### config.mk
export PLATFORM = sky130hd
export DESIGN_NAME = dancer_sprite_renderer_flat
export DESIGN_NICKNAME = d
export VERILOG_FILES = /design/src/rtl/dancer_sprite_renderer_pkg.sv /design/src/rtl/dancer_sprite_renderer_if.sv /design/src/rtl/dancer_sprite_renderer_hit_test.sv /design/src/rtl/dancer_sprite_renderer.sv /design/src/flat_wrapper.sv
export SDC_FILE = /design/constraint.sdc
export NUM_CORES = 1
export LEC_CHECK = 0
export CORE_ASPECT_RATIO = 0.75
export CORE_UTILIZATION = 45
export DETAILED_ROUTE_END_ITERATION = 8
export HOLD_SLACK_MARGIN = 0.06
export PLACE_DENSITY = 0.71
export SLEW_MARGIN = 10
export SYNTH_ARGS = -nofsm -noshare
export SYNTH_HDL_FRONTEND = slang
export SYNTH_SLANG_ARGS = --single-unit
### constraint.sdc
create_clock -name clk -period 5.2 [get_ports clk]
set_input_delay 1.3 -clock clk [delete_from_list [all_inputs] [get_ports clk]]
set_output_delay 1.3 -clock clk [all_outputs]
set_load 0.05 [all_outputs]
### src/rtl/dancer_sprite_renderer_pkg.sv
// dancer_pkg: shared sprite geometry, key color, sprite indices, priority order and screen limits.
package dancer_pkg;
  localparam int SPR_W = 32;
  localparam int SPR_H = 64;
  localparam int COLOR_W = 16;
  localparam logic [15:0] KEY_COLOR = 16'hF81F;
  localparam int SCR_W = 640;
  localparam int SCR_H = 480;
  typedef enum logic [1:0] {SPR_D0 = 2'd0, SPR_D1 = 2'd1, SPR_D2 = 2'd2, SPR_BRUCE = 2'd3} spr_e;
  localparam spr_e PRIO [4] = '{SPR_BRUCE, SPR_D0, SPR_D1, SPR_D2};
endpackage

### src/rtl/dancer_sprite_renderer_if.sv
// dancer_sprite_renderer_if: scan, position, ROM and pixel signals between the motion/VGA side and the renderer.
interface dancer_sprite_renderer_if #(parameter int COLOR_W = 16, parameter int ROM_AW = 13);
  logic [9:0] iVGA_X;
  logic [8:0] iVGA_Y;
  logic iVGA_req;
  logic [3:0] dancer_en;
  logic [9:0] id0_x, id1_x, id2_x, ibruce_x;
  logic [8:0] id0_y, id1_y, id2_y, ibruce_y;
  logic [COLOR_W-1:0] iBg_color;
  logic [ROM_AW-1:0] oRom_addr;
  logic [COLOR_W-1:0] iRom_data;
  logic [COLOR_W-1:0] oPix_color;
  logic oPix_valid;
  logic oFrame_latch;
  logic oCollision;
  modport master (
    output iVGA_X, iVGA_Y, iVGA_req, dancer_en, id0_x, id1_x, id2_x, ibruce_x,
           id0_y, id1_y, id2_y, ibruce_y, iBg_color, iRom_data,
    input  oRom_addr, oPix_color, oPix_valid, oFrame_latch, oCollision
  );
  modport slave (
    input  iVGA_X, iVGA_Y, iVGA_req, dancer_en, id0_x, id1_x, id2_x, ibruce_x,
           id0_y, id1_y, id2_y, ibruce_y, iBg_color, iRom_data,
    output oRom_addr, oPix_color, oPix_valid, oFrame_latch, oCollision
  );
endinterface

### src/rtl/dancer_sprite_renderer_hit_test.sv
// sprite_hit_test: per-sprite coverage test and in-sprite offset; clipped at the screen edge, never wrapped.
module sprite_hit_test import dancer_pkg::*; #(
  parameter int SPR_W = 32,
  parameter int SPR_H = 64,
  localparam int DXW = $clog2(SPR_W),
  localparam int DYW = $clog2(SPR_H)
) (
  input  logic [9:0] vga_x,
  input  logic [8:0] vga_y,
  input  logic [9:0] pos_x,
  input  logic [8:0] pos_y,
  input  logic en,
  output logic hit,
  output logic [DXW-1:0] dx,
  output logic [DYW-1:0] dy
);
  logic [10:0] ddx;
  logic [9:0] ddy;
  assign ddx = {1'b0, vga_x} - {1'b0, pos_x};
  assign ddy = {1'b0, vga_y} - {1'b0, pos_y};
  assign hit = en && !ddx[10] && ddx[9:0] < 10'(SPR_W) && !ddy[9] && ddy[8:0] < 9'(SPR_H)
               && vga_x < 10'(SCR_W) && vga_y < 9'(SCR_H);
  assign dx = ddx[DXW-1:0];
  assign dy = ddy[DYW-1:0];
endmodule

### src/rtl/dancer_sprite_renderer.sv
// dancer_sprite_renderer: 2-stage sprite pixel pipeline with per-frame shadow positions.
// Optional COLLISION_EN builds the sticky overlap detector driving oCollision.
module dancer_sprite_renderer import dancer_pkg::*; #(
  parameter int SPR_W = dancer_pkg::SPR_W,
  parameter int SPR_H = dancer_pkg::SPR_H,
  parameter int COLOR_W = dancer_pkg::COLOR_W,
  parameter logic [COLOR_W-1:0] KEY_COLOR = dancer_pkg::KEY_COLOR
) (
  input logic clk,
  input logic reset_n,
  dancer_sprite_renderer_if.slave bus
);
  localparam int DXW = $clog2(SPR_W);
  localparam int DYW = $clog2(SPR_H);
  logic [3:0][9:0] sx;
  logic [3:0][8:0] sy;
  logic [3:0] sen, hit;
  logic [3:0][DXW-1:0] dx;
  logic [3:0][DYW-1:0] dy;
  logic armed, at_org, latch, fire, hit1, v1;
  logic [COLOR_W-1:0] bg1;
  spr_e sel;
  assign at_org = bus.iVGA_X == 10'd0 && bus.iVGA_Y == 9'd0;
  assign latch = at_org && armed;
  // armed drops after the first (0,0) cycle so a held origin latches only once
  always_ff @(posedge clk or negedge reset_n)
    if (!reset_n) begin
      sx <= '0;
      sy <= '0;
      sen <= '0;
      armed <= 1'b1;
      fire <= 1'b0;
    end else begin
      armed <= !at_org;
      fire <= latch;
      if (latch) begin
        sx <= {bus.ibruce_x, bus.id2_x, bus.id1_x, bus.id0_x};
        sy <= {bus.ibruce_y, bus.id2_y, bus.id1_y, bus.id0_y};
        sen <= bus.dancer_en;
      end
    end
  assign bus.oFrame_latch = fire;
  for (genvar i = 0; i < 4; i++) begin : g_hit
    sprite_hit_test #(.SPR_W(SPR_W), .SPR_H(SPR_H)) u_hit (
      .vga_x(bus.iVGA_X), .vga_y(bus.iVGA_Y), .pos_x(sx[i]), .pos_y(sy[i]),
      .en(sen[i]), .hit(hit[i]), .dx(dx[i]), .dy(dy[i])
    );
  end
  always_comb begin
    sel = SPR_BRUCE;
    for (int i = 3; i >= 0; i--) if (hit[PRIO[i]]) sel = PRIO[i];
  end
  always_ff @(posedge clk or negedge reset_n)
    if (!reset_n) begin
      bus.oRom_addr <= '0;
      hit1 <= 1'b0;
      bg1 <= '0;
      v1 <= 1'b0;
      bus.oPix_color <= '0;
      bus.oPix_valid <= 1'b0;
    end else begin
      bus.oRom_addr <= |hit ? {sel, dy[sel], dx[sel]} : '0;
      hit1 <= |hit;
      bg1 <= bus.iBg_color;
      v1 <= bus.iVGA_req;
      bus.oPix_color <= v1 ? ((hit1 && bus.iRom_data != KEY_COLOR) ? bus.iRom_data : bg1) : '0;
      bus.oPix_valid <= v1;
    end
`ifdef COLLISION_EN
  logic multi, sticky, coll;
  assign multi = bus.iVGA_req && (hit & (hit - 4'd1)) != 4'd0;
  // the origin pixel already belongs to the new frame, so it seeds the fresh sticky flag
  always_ff @(posedge clk or negedge reset_n)
    if (!reset_n) begin
      sticky <= 1'b0;
      coll <= 1'b0;
    end else if (latch) begin
      coll <= sticky;
      sticky <= multi;
    end else begin
      sticky <= sticky | multi;
    end
  assign bus.oCollision = coll;
`else
  assign bus.oCollision = 1'b0;
`endif
endmodule

### src/flat_wrapper.sv
// flat-port wrapper written by rule: the top's interface ports become plain ports
module dancer_sprite_renderer_flat import dancer_pkg::*;
#(
  parameter int SPR_W = dancer_pkg::SPR_W,
  parameter int SPR_H = dancer_pkg::SPR_H,
  parameter int COLOR_W = dancer_pkg::COLOR_W,
  parameter logic [COLOR_W-1:0] KEY_COLOR = dancer_pkg::KEY_COLOR
)
  (clk, reset_n, bus_iVGA_X, bus_iVGA_Y, bus_iVGA_req, bus_dancer_en, bus_id0_x, bus_id1_x, bus_id2_x, bus_ibruce_x, bus_id0_y, bus_id1_y, bus_id2_y, bus_ibruce_y, bus_iBg_color, bus_iRom_data, bus_oRom_addr, bus_oPix_color, bus_oPix_valid, bus_oFrame_latch, bus_oCollision);
  dancer_sprite_renderer_if #(.COLOR_W(COLOR_W)) bus_i ();
  input logic clk;
  input logic reset_n;
  input wire logic [$bits(bus_i.iVGA_X)-1:0] bus_iVGA_X;
  input wire logic [$bits(bus_i.iVGA_Y)-1:0] bus_iVGA_Y;
  input wire logic [$bits(bus_i.iVGA_req)-1:0] bus_iVGA_req;
  input wire logic [$bits(bus_i.dancer_en)-1:0] bus_dancer_en;
  input wire logic [$bits(bus_i.id0_x)-1:0] bus_id0_x;
  input wire logic [$bits(bus_i.id1_x)-1:0] bus_id1_x;
  input wire logic [$bits(bus_i.id2_x)-1:0] bus_id2_x;
  input wire logic [$bits(bus_i.ibruce_x)-1:0] bus_ibruce_x;
  input wire logic [$bits(bus_i.id0_y)-1:0] bus_id0_y;
  input wire logic [$bits(bus_i.id1_y)-1:0] bus_id1_y;
  input wire logic [$bits(bus_i.id2_y)-1:0] bus_id2_y;
  input wire logic [$bits(bus_i.ibruce_y)-1:0] bus_ibruce_y;
  input wire logic [$bits(bus_i.iBg_color)-1:0] bus_iBg_color;
  input wire logic [$bits(bus_i.iRom_data)-1:0] bus_iRom_data;
  output wire logic [$bits(bus_i.oRom_addr)-1:0] bus_oRom_addr;
  output wire logic [$bits(bus_i.oPix_color)-1:0] bus_oPix_color;
  output wire logic [$bits(bus_i.oPix_valid)-1:0] bus_oPix_valid;
  output wire logic [$bits(bus_i.oFrame_latch)-1:0] bus_oFrame_latch;
  output wire logic [$bits(bus_i.oCollision)-1:0] bus_oCollision;
  assign bus_i.iVGA_X = bus_iVGA_X;
  assign bus_i.iVGA_Y = bus_iVGA_Y;
  assign bus_i.iVGA_req = bus_iVGA_req;
  assign bus_i.dancer_en = bus_dancer_en;
  assign bus_i.id0_x = bus_id0_x;
  assign bus_i.id1_x = bus_id1_x;
  assign bus_i.id2_x = bus_id2_x;
  assign bus_i.ibruce_x = bus_ibruce_x;
  assign bus_i.id0_y = bus_id0_y;
  assign bus_i.id1_y = bus_id1_y;
  assign bus_i.id2_y = bus_id2_y;
  assign bus_i.ibruce_y = bus_ibruce_y;
  assign bus_i.iBg_color = bus_iBg_color;
  assign bus_i.iRom_data = bus_iRom_data;
  assign bus_oRom_addr = bus_i.oRom_addr;
  assign bus_oPix_color = bus_i.oPix_color;
  assign bus_oPix_valid = bus_i.oPix_valid;
  assign bus_oFrame_latch = bus_i.oFrame_latch;
  assign bus_oCollision = bus_i.oCollision;
  dancer_sprite_renderer #(.SPR_W(SPR_W), .SPR_H(SPR_H), .COLOR_W(COLOR_W), .KEY_COLOR(KEY_COLOR)) u_core (.clk(clk), .reset_n(reset_n), .bus(bus_i));
endmodule
Yosys cells after proc, flatten, opt, wreduce, memory -nomap -nowiden
Index checks and enable logic that the tools add are counted.
{"block": "totals", "regBits": 130}
{"block": "classes", "addsub": 8, "eq_ne": 1, "muxes": 11, "magnitude_cmp": 11, "n_reduce_logical": 39}
{"cell": "$sub 10x10->11", "n": 4}
{"cell": "$lt 10x6->1 const B", "n": 4}
{"cell": "$sub 9x9->10", "n": 4}
{"cell": "$lt 9x7->1 const B", "n": 4}
{"cell": "$mux 16", "n": 2}
{"cell": "$logic_and 1x1->1", "n": 27}
{"cell": "$ne 16x16->1 const B", "n": 1}
{"cell": "$mux 13", "n": 1}
{"cell": "$bmux 6 s2", "n": 1}
{"cell": "$bmux 5 s2", "n": 1}
{"cell": "$logic_not 10->1", "n": 1}
{"cell": "$lt 10x10->1 const B", "n": 1}
{"cell": "$logic_not 1->1", "n": 9}
{"cell": "$logic_not 9->1", "n": 1}
{"cell": "$lt 9x9->1 const B", "n": 1}
{"cell": "$mux 2", "n": 3}
{"cell": "$mux 6", "n": 1}
{"cell": "$mux 5", "n": 1}
{"cell": "$reduce_or 4->1", "n": 1}
{"cell": "$lt 2x3->1 const B", "n": 1}
{"cell": "$mux 1", "n": 1}

Depth between registers and ports, before layout
{"block": "depth", "depth_word": 15, "ltp_mapped": 14}

Modules after synthesis
A second synthesis with hierarchy kept.
{"block": "hier_totals", "cells_unflattened": 872, "hier_area_um2": 8717.1}
{"mod": "dancer_sprite_renderer", "cells_each": 338, "area_per_inst_um2": 4954.8, "instances": 1}
{"mod": "sprite_hit_test at u_core.g_hit[2].u_hit ...", "cells_each": 130, "area_per_inst_um2": 917.1, "instances": 2}
{"mod": "sprite_hit_test at u_core.g_hit[1].u_hit", "cells_each": 142, "area_per_inst_um2": 994.7, "instances": 1}
{"mod": "sprite_hit_test at u_core.g_hit[0].u_hit", "cells_each": 132, "area_per_inst_um2": 933.4, "instances": 1}

Least setup slack after synthesis
No wires, ideal clock.
{"block": "synth_timing", "path_kind": "input port to flip-flop", "startpoint": "in bus_iVGA_X[0]", "endpoint": "reg u_core.bus.oRom_addr[4]", "setup_slack_ns": 1.086, "path_stages": 13, "arrival_time_ns": 3.993, "n_path_buf": 2, "path_cell_list": "inv_1 -> ha_1 -> inv_1 -> fa_1 -> a211oi_2 -> nor3_1 -> a2111oi_2 -> nand4b_1 -> or4_1 -> buf_2 -> and4b_4 -> buf_6 -> a22o_1"}
{"block": "synth_between", "elab_chain_len": 15, "word_cells_on_any_way": 45, "cone_classes": "4 x add/sub; 5 x order compare; 7 x mux; 29 x reduce/logical"}
{"item": "start, declared", "line": "flat_wrapper.sv:13", "source": "input wire logic [$bits(bus_i.iVGA_X)-1:0] bus_iVGA_X;"}
{"item": "parallel branches: the longest is 14 deep, another holds $sub 10x10->11"}
{"item": "$mux 13 *", "line": "dancer_sprite_renderer.sv:62", "source": "bus.oRom_addr <= |hit ? {sel, dy[sel], dx[sel]} : '0;"}
{"item": "end signal, assigned", "line": "dancer_sprite_renderer.sv:62"}
{"item": "end, declared", "line": "dancer_sprite_renderer_if.sv:24", "source": "output oRom_addr, oPix_color, oPix_valid, oFrame_latch, oCollision"}
Every way passes the cells marked *. The select of a mux whose other input is x is not followed.
A chain may end at the register's enable or synchronous reset.

Final worst setup path
{"block": "layout_timing", "startpoint": "in bus_iVGA_X[1]", "endpoint": "reg u_core.bus.oRom_addr[9]"}
{"block": "layout_between", "elab_chain_len": 15, "word_cells_on_any_way": 45, "cone_classes": "4 x add/sub; 5 x order compare; 7 x mux; 29 x reduce/logical"}
{"item": "parallel branches: the longest is 14 deep, another holds $sub 10x10->11"}
{"item": "$mux 13 *", "line": "dancer_sprite_renderer.sv:62"}
Marks and branches as above.

==> impl_metrics.env <==
export IMPL_ys_seq_area_share_pct=38.5
export IMPL_first_global_vias=6965
export IMPL_drv_cap=0
export IMPL_grt_pass1_wl_um=36900
export IMPL_drv_slew=0
export IMPL_cts_sinks=130
export IMPL_combPwrFrac_pct=12.7
export IMPL_post_cts_resized=0
export IMPL_cp_max_fo=8
export IMPL_tightest_slew_ns=0.707
export IMPL_synth_area_leaders="dfrtp_1, ha_1, o21ai_0"
export IMPL_htreeDepth=4
export IMPL_synth_flop_cell="dfrtp_1"
export IMPL_critPathRequiredTime_ns=5.55
export IMPL_drt_vias_per_instance=5.37
export IMPL_hold_buffers=0
export IMPL_port_buffers=164
export IMPL_status="completed"
export IMPL_cts_buffer_depth=2
export IMPL_hold_class="flip-flop to flip-flop"
export IMPL_grt_setup_unrepaired="false"
export IMPL_fillers=1645
export IMPL_cts_setup_buffers=0
export IMPL_wl_per_cell_um=17.2
export IMPL_drt_wl_total_um=23100
export IMPL_antenna_found_initial=0
export IMPL_syn_area_per_cell_um2=9.21
export IMPL_fin_setup_tns_ns=0
export IMPL_ys_types=77
export IMPL_synth_area_leader_cell="dfrtp_1"
export IMPL_critPathArrivalTime_ns=4.80
export IMPL_path_clk_slew_ns=0.07
export IMPL_p_total_mw=2.65
export IMPL_synth_top_area_share_pct=38.2
export IMPL_core_area_um2=18500
export IMPL_syn_num_nets=1136
export IMPL_yosysWarnings=0
export IMPL_synth_common_cells="dfrtp_1, o21ai_0, inv_1, nand2_1, ha_1"
export IMPL_clockRootBuffer="clkbuf_16"
export IMPL_n_antenna_cell=0
export IMPL_yosysMostFrequentCell="dfrtp_1"
export IMPL_relSlewSlack_pct=52.7
export IMPL_nets=1304
export IMPL_ir_drop_mv=0.200
export IMPL_setup_viol=0
export IMPL_cellLeakagePower_nw=5.12
export IMPL_cts_tree="built"
export IMPL_synth_edff_count=0
export IMPL_area_growth_pct=30.5
export IMPL_r2r_cells=11
export IMPL_hold_depth=2
export IMPL_period_share_pct=85.7
export IMPL_start_util_pct=45.8
export IMPL_switching_power_mw=0.693
export IMPL_dieArea_um2=19400
export IMPL_ios=166
export IMPL_row_count=43
export IMPL_period_needed_ns=4.46
export IMPL_cts_buffers=17
export IMPL_layout_drive_gt1_share_pct=7.19
export IMPL_insertion_delay_ns=0.43
export IMPL_cp_start_kind="primary input"
export IMPL_synth_cell_area_um2=8460
export IMPL_grt_max_degree=80
export IMPL_remaining_drc_errors=0
export IMPL_power_density_nw_per_um2=240
export IMPL_vias=7226
export IMPL_clock_skew_ns=0.00621
export IMPL_final_antenna_net_count=0
export IMPL_die_h_um=121
export IMPL_ys_ff_latch=130
export IMPL_drtIter0Drc=511
export IMPL_hold_viol=0
export IMPL_hpwl_um=17800
export IMPL_gr_total_overflow=0
export IMPL_track_usage_pct=24.9
export IMPL_synthCells=918
export IMPL_internal_power_mw=1.96
export IMPL_dieWidth_um=160
export IMPL_seqPwrFrac_pct=38.8
export IMPL_async_reset_ff_share_pct=100
export IMPL_place_congestion=0.915
export IMPL_clkPwrFrac_pct=48.5
export IMPL_max_clock_freq_mhz=224
export IMPL_detail_route_first_pass_iterations=5
export IMPL_end_kind="flip-flop"
export IMPL_critical_path_class="primary input to flip-flop"
export IMPL_switching_share_pct=26.1
-- cells by family (layout without fill, tap and decap cells) --
kind of cell / after synthesis / after routing / synth area share (%)
compound gates: 260 / 260 / 20.8
simple gates: 250 / 250 / 14.5
buf+inv: 131 / 312 / 6.02
flops: 130 / 130 / 38.5
fa+ha+maj: 84 / 84 / 13.1
xor+xnor: 32 / 32 / 3.31
mux: 30 / 30 / 3.76
other cells: 1 / 1 / 0.0443
-- worst paths after layout --
kind	from	end	slack, ns
worst max register to register	u_core.sx[30]	u_core.bus.oRom_addr[4]	1.80
max in group asynchronous	reset_n	u_core.sx[5]	3.43
min in group asynchronous	reset_n	u_core.bus.oPix_color[11]	0.89
worst max-delay path	bus_iVGA_X[1]	u_core.bus.oRom_addr[9]	0.74
worst min-delay path	u_core.bg1[1]	u_core.bus.oPix_color[1]	0.49
worst min register to register	u_core.bg1[1]	u_core.bus.oPix_color[1]	0.49
-- registers in the layout, indices dropped and copies added (netlist names) --
signal / flops
u_core.bg1: 16
u_core.bus.oPix_valid: 1
u_core.hit1: 1
u_core.bus.oRom_addr: 13
u_core.bus.oFrame_latch: 1
u_core.sen: 4
u_core.sx: 40
u_core.armed: 1
u_core.v1: 1
u_core.sy: 36
u_core.bus.oPix_color: 16
-- per-layer routing --
layer  vias to the layer above  track usage [%]  routed length, um
met5                         -                0                  0
met4                         0             6.01                265
met3                        23             5.76               1360
met2                       214             36.4               9860
met1                      3415             36.8              11600
li1                       3574                -                  -
-- worst max-delay path: stages --
cell and delay (ns):
clkdlybuf4s50_1 0.60, buf_4 0.26, fa_1 0.49, a211oi_1 0.29, nor2_1 0.13, o311a_1 0.31
a21o_1 0.17, a2111oi_2 0.27, nand4_1 0.36, and4b_4 0.50, o2bb2ai_1 0.12
-- cell usage in the layout, fill, tap and decap left out, types with 5 or more instances in the layout --
| cell | count |
|---|---|
| clkdlybuf4s50_1 | 163 |
| dfrtp_1 | 129 |
| o21ai_0 | 107 |
| inv_1 | 105 |
| nand2_1 | 98 |
| ha_1 | 76 |
| nor2_1 | 45 |
| a21oi_1 | 31 |
| nor2b_1 | 26 |
| xnor2_1 | 19 |
| clkbuf_16 | 17 |
| nand3_1 | 16 |
| mux2i_1 | 16 |
| mux2_2 | 14 |
| xor2_1 | 13 |
| a21o_1 | 12 |
| nand2b_1 | 12 |
| nor3_1 | 10 |
| nand4_1 | 9 |
| buf_4 | 9 |
| o2111ai_1 | 8 |
| a211oi_1 | 8 |
| o21a_1 | 8 |
| fa_1 | 8 |
| inv_6 | 7 |
| o22ai_1 | 6 |
| o221ai_1 | 6 |
| nor4_1 | 6 |
| o2bb2ai_1 | 6 |
| o211ai_1 | 5 |
-- layout make-up --
| class | count | area (um^2) | area share [%] |
|---|---|---|---|
| Multi-Input combinational cell | 657 | 4700 | 42.6 |
| Inverter | 105 | 394 | 3.57 |
| Clock buffer | 17 | 425 | 3.85 |
| Timing Repair Buffer | 175 | 1760 | 15.9 |
| Sequential cell | 130 | 3250 | 29.5 |
| Tap cell | 247 | 309 | 2.80 |
| Clock inverter | 15 | 195 | 1.77 |
-- power groups by stage --
stage | Sequential, mW | Combinational, mW | Clock [mW]
2_1_floorplan | 1.07 | 0.120 | 0
3_3_place_gp | 1.05 | 0.334 | 0
3_5_place_dp | 1.05 | 0.333 | 0
4_1_cts | 1.03 | 0.337 | 1.30
5_1_grt | 1.03 | 0.367 | 1.34
6_report | 1.03 | 0.337 | 1.29
-- through the flow --
| stage | utilization, % | cell area, um^2 | std cells | hold slack [ns] | worst slack, ns |
|---|---|---|---|---|---|
| global placement | 56.5 | 10400 | 1314 | 0.474 | 0.437 |
| floorplan | - | 8460 | 918 | 0.430 | 1.09 |
| finish | 59.8 | 11000 | 1346 | 0.487 | 0.745 |
| global route | 59.8 | 11000 | 1346 | 0.502 | 0.476 |
| CTS | 59.8 | 11000 | 1346 | 0.484 | 0.750 |
| detailed placement | 56.5 | 10400 | 1314 | 0.481 | 0.337 |
(Power assumes the default switching activity.)
